`config.mk`:
```
export PLATFORM = sky130hd
export DESIGN_NAME = pwm_demod_flat
export DESIGN_NICKNAME = d
export VERILOG_FILES = /design/src/rtl/pwm_demod_if.sv /design/src/rtl/pwm_demod.sv /design/src/flat_wrapper.sv
export SDC_FILE = /design/constraint.sdc
export NUM_CORES = 1
export LEC_CHECK = 0
export CAP_MARGIN = 30
export CORE_ASPECT_RATIO = 1.5
export CORE_MARGIN = 2
export CORE_UTILIZATION = 55
export CTS_CLUSTER_SIZE = 20
export DETAILED_ROUTE_END_ITERATION = 7
export MAX_ROUTING_LAYER = met4
export PLACE_DENSITY = 0.82
export SLEW_MARGIN = 20
export SYNTH_ARGS = -nofsm -noshare
export SYNTH_HDL_FRONTEND = slang
export SYNTH_SLANG_ARGS = --single-unit
```
`constraint.sdc`:
```
create_clock -name clk -period 3.9 [get_ports clk]
set_input_delay 0.78 -clock clk [delete_from_list [all_inputs] [get_ports clk]]
set_output_delay 0.78 -clock clk [all_outputs]
set_load 0.005 [all_outputs]
```
`src/rtl/pwm_demod_if.sv`:
```
// Bundle of the PWM demodulator's control input, PWM line and measurement report outputs.
// The master drives enable/pwm_in; the slave (the demodulator) drives the report fields.
interface pwm_demod_if #(
    parameter int RESOLUTION    = 8,
    parameter int COUNTER_WIDTH = 24
);
    logic                     enable;
    logic                     pwm_in;
    logic [RESOLUTION-1:0]    duty_out;
    logic [COUNTER_WIDTH-1:0] period_out;
    logic                     valid;
    logic                     timeout_flag;
    logic                     overrun;

    modport master (
        output enable, pwm_in,
        input  duty_out, period_out, valid, timeout_flag, overrun
    );

    modport slave (
        input  enable, pwm_in,
        output duty_out, period_out, valid, timeout_flag, overrun
    );
endinterface

```
`src/rtl/pwm_demod.sv`:
```
// PWM demodulator: measures each period of pwm_in and reports period plus duty scaled to RESOLUTION bits.
// Latency: report valid RESOLUTION+1 cycles after the synchronized rising edge that closes a period.
// No backpressure: a period closing while the divider is still busy is dropped with an overrun strobe.
module pwm_demod #(
    parameter int RESOLUTION    = 8,
    parameter int COUNTER_WIDTH = 24,
    parameter int TIMEOUT       = 1000000
) (
    input  logic       clk,
    input  logic       reset_n,
    pwm_demod_if.slave bus
);
    localparam int CW  = COUNTER_WIDTH;
    localparam int DCW = $clog2(RESOLUTION + 1);
    localparam logic [CW-1:0] TO_VAL = CW'(TIMEOUT);

    typedef enum logic [0:0] {IDLE, MEASURE} state_t;

    state_t                state_q, state_d;
    logic [1:0]            sync_q;
    logic                  hist_q;
    logic [CW-1:0]         per_q, high_q, to_cnt_q;
    logic                  to_done_q, to_pend_q;
    logic                  busy_q;
    logic [DCW-1:0]        div_cnt_q;
    logic [CW-1:0]         rem_q, div_p_q;
    logic [RESOLUTION-2:0] quo_q;
    logic [RESOLUTION-1:0] duty_q;
    logic [CW-1:0]         period_q;
    logic                  valid_q, tflag_q, overrun_q;

    logic                  lvl, rise;
    logic                  restart, start_div, drop, fire;
    logic [CW:0]           rem_sh, dv;
    logic                  ge;
    logic [CW-1:0]         rem_sub;
    logic [RESOLUTION-1:0] quo_next;
    logic                  div_last;

    assign lvl  = sync_q[1];
    assign rise = sync_q[1] & ~hist_q;

    // One restoring-division step: the remainder always stays below the divisor.
    always_comb begin
        rem_sh   = {rem_q, 1'b0};
        dv       = {1'b0, div_p_q};
        ge       = (rem_sh >= dv);
        rem_sub  = ge ? CW'(rem_sh - dv) : rem_sh[CW-1:0];
        quo_next = {quo_q, ge};
        div_last = busy_q && (div_cnt_q == DCW'(1));
    end

    always_comb begin
        state_d   = state_q;
        restart   = 1'b0;
        start_div = 1'b0;
        drop      = 1'b0;
        fire      = 1'b0;
        if (!bus.enable) begin
            state_d = IDLE;
        end else begin
            case (state_q)
                IDLE: begin
                    if (rise) begin
                        state_d = MEASURE;
                        restart = 1'b1;
                    end
                end
                MEASURE: begin
                    if (rise) begin
                        restart   = 1'b1;
                        start_div = ~busy_q;
                        drop      = busy_q;
                    end
                end
                default: state_d = IDLE;
            endcase
            // An edge in the very cycle the timeout would fire wins over the timeout.
            if (!rise && !to_done_q && (to_cnt_q == TO_VAL)) begin
                fire    = 1'b1;
                state_d = IDLE;
            end
        end
    end

    always_ff @(posedge clk) begin
        if (!reset_n) begin
            state_q   <= IDLE;
            sync_q    <= '0;
            hist_q    <= 1'b0;
            per_q     <= '0;
            high_q    <= '0;
            to_cnt_q  <= '0;
            to_done_q <= 1'b0;
            to_pend_q <= 1'b0;
            busy_q    <= 1'b0;
            div_cnt_q <= '0;
            rem_q     <= '0;
            div_p_q   <= '0;
            quo_q     <= '0;
            duty_q    <= '0;
            period_q  <= '0;
            valid_q   <= 1'b0;
            tflag_q   <= 1'b0;
            overrun_q <= 1'b0;
        end else begin
            sync_q    <= {sync_q[0], bus.pwm_in};
            hist_q    <= sync_q[1];
            valid_q   <= 1'b0;
            overrun_q <= 1'b0;
            if (!bus.enable) begin
                state_q   <= IDLE;
                per_q     <= '0;
                high_q    <= '0;
                to_cnt_q  <= '0;
                to_done_q <= 1'b0;
                to_pend_q <= 1'b0;
                busy_q    <= 1'b0;
                div_cnt_q <= '0;
                rem_q     <= '0;
                div_p_q   <= '0;
                quo_q     <= '0;
            end else begin
                state_q   <= state_d;
                overrun_q <= drop;

                if (restart) begin
                    per_q  <= CW'(1);
                    high_q <= CW'(1);
                end else if (state_q == MEASURE) begin
                    per_q  <= per_q + CW'(1);
                    high_q <= high_q + {{(CW-1){1'b0}}, lvl};
                end

                if (rise) begin
                    to_cnt_q  <= CW'(1);
                    to_done_q <= 1'b0;
                end else if (fire) begin
                    to_done_q <= 1'b1;
                end else if (!to_done_q) begin
                    to_cnt_q  <= to_cnt_q + CW'(1);
                end

                if (start_div) begin
                    busy_q    <= 1'b1;
                    div_cnt_q <= DCW'(RESOLUTION);
                    rem_q     <= high_q;
                    div_p_q   <= per_q;
                    quo_q     <= '0;
                end else if (busy_q) begin
                    rem_q     <= rem_sub;
                    quo_q     <= quo_next[RESOLUTION-2:0];
                    div_cnt_q <= div_cnt_q - DCW'(1);
                    if (div_last) busy_q <= 1'b0;
                end

                // A divider result takes priority; a coincident timeout is reported next cycle.
                if (div_last) begin
                    duty_q    <= quo_next;
                    period_q  <= div_p_q;
                    valid_q   <= 1'b1;
                    tflag_q   <= 1'b0;
                    to_pend_q <= fire;
                end else if (fire || to_pend_q) begin
                    duty_q    <= {RESOLUTION{lvl}};
                    period_q  <= '0;
                    valid_q   <= 1'b1;
                    tflag_q   <= 1'b1;
                    to_pend_q <= 1'b0;
                end
            end
        end
    end

    assign bus.duty_out     = duty_q;
    assign bus.period_out   = period_q;
    assign bus.valid        = valid_q;
    assign bus.timeout_flag = tflag_q;
    assign bus.overrun      = overrun_q;
endmodule

```
`src/flat_wrapper.sv`:
```
// flat-port wrapper written by rule: the top's interface ports become plain ports
module pwm_demod_flat 
#(
    parameter int RESOLUTION    = 8,
    parameter int COUNTER_WIDTH = 24,
    parameter int TIMEOUT       = 1000000
)
  (clk, reset_n, bus_enable, bus_pwm_in, bus_duty_out, bus_period_out, bus_valid, bus_timeout_flag, bus_overrun);
  pwm_demod_if #(.RESOLUTION(RESOLUTION), .COUNTER_WIDTH(COUNTER_WIDTH)) bus_i ();
  input  logic clk;
  input  logic reset_n;
  input wire logic [$bits(bus_i.enable)-1:0] bus_enable;
  input wire logic [$bits(bus_i.pwm_in)-1:0] bus_pwm_in;
  output wire logic [$bits(bus_i.duty_out)-1:0] bus_duty_out;
  output wire logic [$bits(bus_i.period_out)-1:0] bus_period_out;
  output wire logic [$bits(bus_i.valid)-1:0] bus_valid;
  output wire logic [$bits(bus_i.timeout_flag)-1:0] bus_timeout_flag;
  output wire logic [$bits(bus_i.overrun)-1:0] bus_overrun;
  assign bus_i.enable = bus_enable;
  assign bus_i.pwm_in = bus_pwm_in;
  assign bus_duty_out = bus_i.duty_out;
  assign bus_period_out = bus_i.period_out;
  assign bus_valid = bus_i.valid;
  assign bus_timeout_flag = bus_i.timeout_flag;
  assign bus_overrun = bus_i.overrun;
  pwm_demod #(.RESOLUTION(RESOLUTION), .COUNTER_WIDTH(COUNTER_WIDTH), .TIMEOUT(TIMEOUT)) u_core (.clk(clk), .reset_n(reset_n), .bus(bus_i));
endmodule
```
==> results.cfg <==
[status]
status = complete, no violations

[clocking]
post-cts-setup-buffers = 0
ctsHoldBuffers = 0
cts_max_path_buffers = 2
cts-root-buf = clkbuf_16
cts_inserted_buffers = 17
clock-sinks = 173
htreeDepth = 4
clkLatencyLatePin_ns = 0.43
clkTransAtPathRegs_ns = 0.07
tritoncts = yes
cts-resized-gates = 0

[logic_synthesis]
synth_area_sq_mm = 0.00849
synth_edf_count = 0
synth_mux_area_frac = 0.0312
synth_fa_ha_area_frac = 0.0480
synth-main-ff-cell = dfxtp_1
yosysTopAreaCellShare = 0.408
synth_seq_area_share = 0.408
synthXorXnorAreaFrac = 0.0846
synth-seq-cells = 173
ys_types = 64
yosys.area.top_type = dfxtp_1
yosys.area_share.simple = 0.225
async_flop_share = 0
synth_top_family_by_area = simple AND/OR/NAND/NOR gates
syn_area_per_cell_sq_um = 8.30
synth_commonest_cells = dfxtp_1 (173), nor2_1 (156), nand2_1 (118), a21oi_1 (86), xor2_1 (62)
synth_compound_area_frac = 0.157
netlist_instances = 1023
synth.most_common_cell = dfxtp_1
synth.area.top_cells = dfxtp_1 (41%), nor2_1 (6.9%), xor2_1 (6.4%)
yosys_warnings = 0
syn_nets = 1059

[drt]
drtPass1Iterations = 5
first_iter_violations = 347
avgRoutedWirePerCell_um = 16.4
vias = 7233
routed_via_density = 5.75
drc = 0
wl_um = 20600
drtAntennaViolNets = 0

[placement]
io_buffers = 38
dp_hpwl_um = 14300
gp_congestion = 1.03

[timing]
timing.final.crit_share = 0.809
finClkSkew_ns = 0.00792
tightest_slew_ns = 0.914
setup_viol = 0
clock.fmax_ghz = 0.317
min_period_ns = 3.15
relSlewSlack = 0.391
maxSlewViolCount = 0
rsz0062_at_grt = false
hold_viol = 0
tns_ns = 0

[worst_setup_path]
r2r-end = u_core.rem_q[2]
critPathArrivalTime_ns = 3.47
cp_max_fo = 8
critPathKind = reg -> reg
startpoint = u_core.div_p_q[1]
setup.worst_path.end_class = flop
rr_startpoint = u_core.div_p_q[1]
start_kind = flop
r2r_cells = 10
rrSetupSlack_ns = 0.75
cp.required_ns = 4.21
crit_end = u_core.rem_q[2]

[power]
p_total_uw = 3540
total_leakage_power_uw = 0.00349
vdd_drop_max_uv = 310
powerDensity_mw_per_mm2 = 368

[floorplanning]
die_w_um = 105
initial_core_util = 0.564
die_h_um = 156
rows = 55
coreArea_sq_mm = 0.0151
num_io_pins = 39
dieArea_sq_mm = 0.0165

[finish]
final_util = 0.638
drive_gt1_frac = 0.0662
antenna_cells = 0
num-fill-cells = 1250
fin_nets = 1081
syn_to_final_growth_pct = 13.3

[flow_run]
cap_violations = 0

[global_routing]
grt_use_total = 0.267
grt_overflow = 0
grt_pass1_wl_um = 34300
grt_max_degree = 58
grt_pass1_vias = 7121
antenna_found_initial = 0

[worst_hold_path]
worst_hold_path_type = reg -> reg
sequential cells by signal, summed over array words and instances, names as in the netlist, 2 cells and up:
| name | count |
|---|---|
| u_core.bus.duty_out | 8 |
| u_core.bus.period_out | 24 |
| u_core.div_cnt_q | 4 |
| u_core.div_p_q | 24 |
| u_core.high_q | 24 |
| u_core.per_q | 24 |
| u_core.quo_q | 7 |
| u_core.rem_q | 24 |
| u_core.sync_q | 2 |
| u_core.to_cnt_q | 24 |
critical path, stage by stage (launching register included):
cell	delay (ns)
dfxtp_1	0.41
inv_1	0.07
ha_1	0.31
nor2b_1	0.13
o21ai_0	0.28
o21ai_1	0.29
a211oi_2	0.37
o21ba_1	0.42
mux2_2	0.39
a222oi_1	0.29
nor2_1	0.07
how the worst min path moves through the flow:
stage | cells after the start | slack (ns) | start | to
2_1_floorplan | 1 | 0.41 | u_core.sync_q[0] | u_core.sync_q[1]
3_3_place_gp | 1 | 0.42 | u_core.sync_q[0] | u_core.sync_q[1]
3_5_place_dp | 1 | 0.43 | u_core.sync_q[0] | u_core.sync_q[1]
4_1_cts | 1 | 0.45 | u_core.sync_q[0] | u_core.sync_q[1]
5_1_grt | 1 | 0.46 | u_core.sync_q[0] | u_core.sync_q[1]
6_report | 1 | 0.45 | u_core.sync_q[0] | u_core.sync_q[1]
per-layer routing:
metal / track usage / vias up / share of wire
met1: 0.296 / 3436 / 0.42
met5: - / - / 0
met3: 0.0501 / 60 / 0.038
met4: 0.117 / 0 / 0.035
met2: 0.465 / 175 / 0.50
li1: - / 3562 / -
kinds of logic (layout without fill, tap and decap cells):
logic type,count (synthesis),after routing
xor+xnor,82,82
fa+ha+maj,32,32
compound gates,207,207
flops,173,173
buf+inv,90,125
mux,26,26
simple gates,413,413
stage by stage:
step / area [sq um] / hold slack [ns] / worst slack (ns) / instances
floorplan: 8490 / 0.412 / 1.31 / 1023
global placement: 9020 / 0.419 / 0.880 / 1225
detailed placement: 9020 / 0.433 / 0.829 / 1225
CTS: 9620 / 0.452 / 0.808 / 1257
global route: 9620 / 0.457 / 0.588 / 1257
finish: 9620 / 0.449 / 0.746 / 1257
layout by cell type (no fill, tap or decap), types with 5 or more instances in the layout:
cell type and n:
inv_1 40, xor2_1 62, mux2i_1 22, nor2b_1 7
clkbuf_16 17, a21oi_1 86, clkdlybuf4s50_1 38, nand2_1 117
o21ai_0 26, dfxtp_1 172, nand3_1 29, buf_4 14
nand4_1 16, and2_1 9, xnor2_1 20, a21o_1 12
a211oi_1 14, ha_1 31, or3_1 10, and3_1 18
nor2_1 156, a22oi_1 25, nor4b_1 5, nand2b_1 9
a222oi_1 5, nor3_1 12
power by group:
part / total, uW / leakage [uW] / internal (uW) / switching (uW)
registers: 1770 / 0.00139 / 1770 / 3.11
clock network: 1710 / 0.000293 / 954 / 755
logic: 61.2 / 0.00180 / 15.2 / 46.0
total: 3540 / 0.00349 / 2740 / 804
layout make-up:
class                   instances  area, sq um  area share
clock buffers                  21          470      0.0489
clock inverters                11          128      0.0133
inverters                      41          154      0.0160
multi-input cells             760         4670       0.485
flip-flops and latches        173         3460       0.360
well taps                     199          249      0.0259
repair buffers                 52          485      0.0505
Power figures use the tool's default switching activity.
==> edit, RTL diff (same settings) <==
`TIMEOUT` is set to 1000000 in 2 places; all go to 500000.
--- a/src/rtl/pwm_demod.sv
+++ b/src/rtl/pwm_demod.sv
@@ -5,5 +5,5 @@
     parameter int RESOLUTION    = 8,
     parameter int COUNTER_WIDTH = 24,
-    parameter int TIMEOUT       = 1000000
+    parameter int TIMEOUT       = 500000
 ) (
     input  logic       clk,
--- a/src/flat_wrapper.sv
+++ b/src/flat_wrapper.sv
@@ -4,5 +4,5 @@
     parameter int RESOLUTION    = 8,
     parameter int COUNTER_WIDTH = 24,
-    parameter int TIMEOUT       = 1000000
+    parameter int TIMEOUT       = 500000
 )
   (clk, reset_n, bus_enable, bus_pwm_in, bus_duty_out, bus_period_out, bus_valid, bus_timeout_flag, bus_overrun);
Behaviour: no difference found for any inputs over 4 cycles, from zero or initial values and one cycle with reset_n low; that may be too few to reach the edited logic, so the function may still have changed.
==> edit against the original RTL <==
  * Synthesized area down 1.1%
  * Total power fell by 3.5%
  * Clock skew rose by 2.1 ps
  * Sequential cell count unchanged
  * Non-clock buffer count rose by 5
  * Setup slack worse by 10 ps
  * Cell area fell by 0.88%
  * Wire length up 2.8%
  * Largest power group unchanged
==> edit: results (changes against the original RTL) <==
reg2reg setup slack - 740 ps
Worst EP arrival - 3450 ps (-20 ps)
skew final - 10.0 ps (+2.11 ps)
Hold Startpoint - u_core.sync_q[0]
DR WL met3 - 752 µm (-4.9%)
Initial DRC Count - 464 (+34%)
fin crit period - 3160 ps (+10.2 ps)
Distinct cells, synth - 54 (-16%)
M2 GR Usage - 0.496 (+0.0305)
drt via density - 5.82 (+1.1%)
fraction of layout cells with a size suffix above 1 - 0.0615 (-0.00471)
worst hold path class - reg -> reg
met2 WL post-DR - 11.3 mm (+8.4%)
H-Tree Depth - 4 (unchanged)
Primary FF master, synth - dfxtp_1
worst-path maximum fanout - 36 (+28)
Max rail drop VDD - 0.000277 V (-11%)
Synth top cells by count - 173 x dfxtp_1, 161 x nand2_1, 146 x nor2_1, 74 x a21oi_1, 52 x xor2_1
RD Place Congestion - 0.974 (-5.1%)
Global Route met1 Usage - 0.287 (-0.00893)
Compound-Gate Fraction of Synth Area - 0.162 (+0.00499)
outcome - finished clean
first-pass GRT wire length - 34.7 mm (+1.2%)
Worst slew margin - 0.407 (+0.0156)
Final Hold Fails - 0 (unchanged)
routed via count - 7409 (+2.4%)
postcts setup bufs - 0 (unchanged)
post-synthesis mux area share - 0.0197 (-0.0116)
Placed Cells - 1241 (+1.3%)
first drt pass iteration count - 5 (unchanged)
root buf cell - clkbuf_16
Seq/Total Area, Yosys - 0.412 (+0.00443)
GR Util met3 - 0.0406 (-0.00949)
reg2reg start - u_core.div_p_q[16]
post-detail-place hpwl - 15.2 mm (+6.4%)
WL/cell - 16.6 µm (+1.5%)
M1 WL - 8.21 mm (-5.7%)
largest cells by area after synthesis - dfxtp_1 41%, nand2_1 7.2%, nor2_1 6.5%
Cells on Worst Hold Path - 1 (unchanged)
placed cell area - 0.00899 mm² (-0.39%)
r2r worst-path depth - 11 (+1)
gr usage total - 0.274 (+0.00700)
vias in the first global route - 7154 (+0.46%)
final net count - 1097 (+1.5%)
Syn Area/Cell - 8.11 µm² (-2.3%)
largest net degree at the start of global routing - 42 (-28%)
Place WS - 804 ps (-24.8 ps)
Leakage - 3.45 nW (-1.1%)
adder and majority cell fraction of the synthesized area - 0.0485 (+0.000522)
fraction of synthesized cell area in xor and xnor cells - 0.0771 (-0.00742)
==> edit: report_power, final <==
| group | internal [W] | switching [W] | total, W |
|---|---|---|---|
| logic | 0.0000158 | 0.0000432 | 0.0000590 |
| registers | 0.00177 | 0.00000503 | 0.00177 |
| clock network | 0.000843 | 0.000741 | 0.00158 |
==> edit: per-stage QoR <==
stage               hold WS, ps  total power, W
detailed placement          424         0.00187
global placement            422         0.00187
global route                458         0.00352
floorplan                   412         0.00185
finish                      442         0.00342
CTS                         440         0.00343
==> edit: worst max-delay path: stages (launching register included) <==
cell and delay [ps]:
dfxtp_1 370, inv_1 60, ha_1 390, a21oi_1 220
o21a_1 170, nand2_1 100, o21ai_0 300, nor2_2 120
a21oi_4 730, nor3_1 180, a211oi_1 280, a311oi_1 90
==> edit: final cells by class <==
class	instances	area, µm²
clock buffer	18	439
clock inverter	14	109
timing repair buffer	57	523
sequential	173	3460
fill	1309	5470
tap	199	249
inverter	38	143
multi-input combinational	774	4610
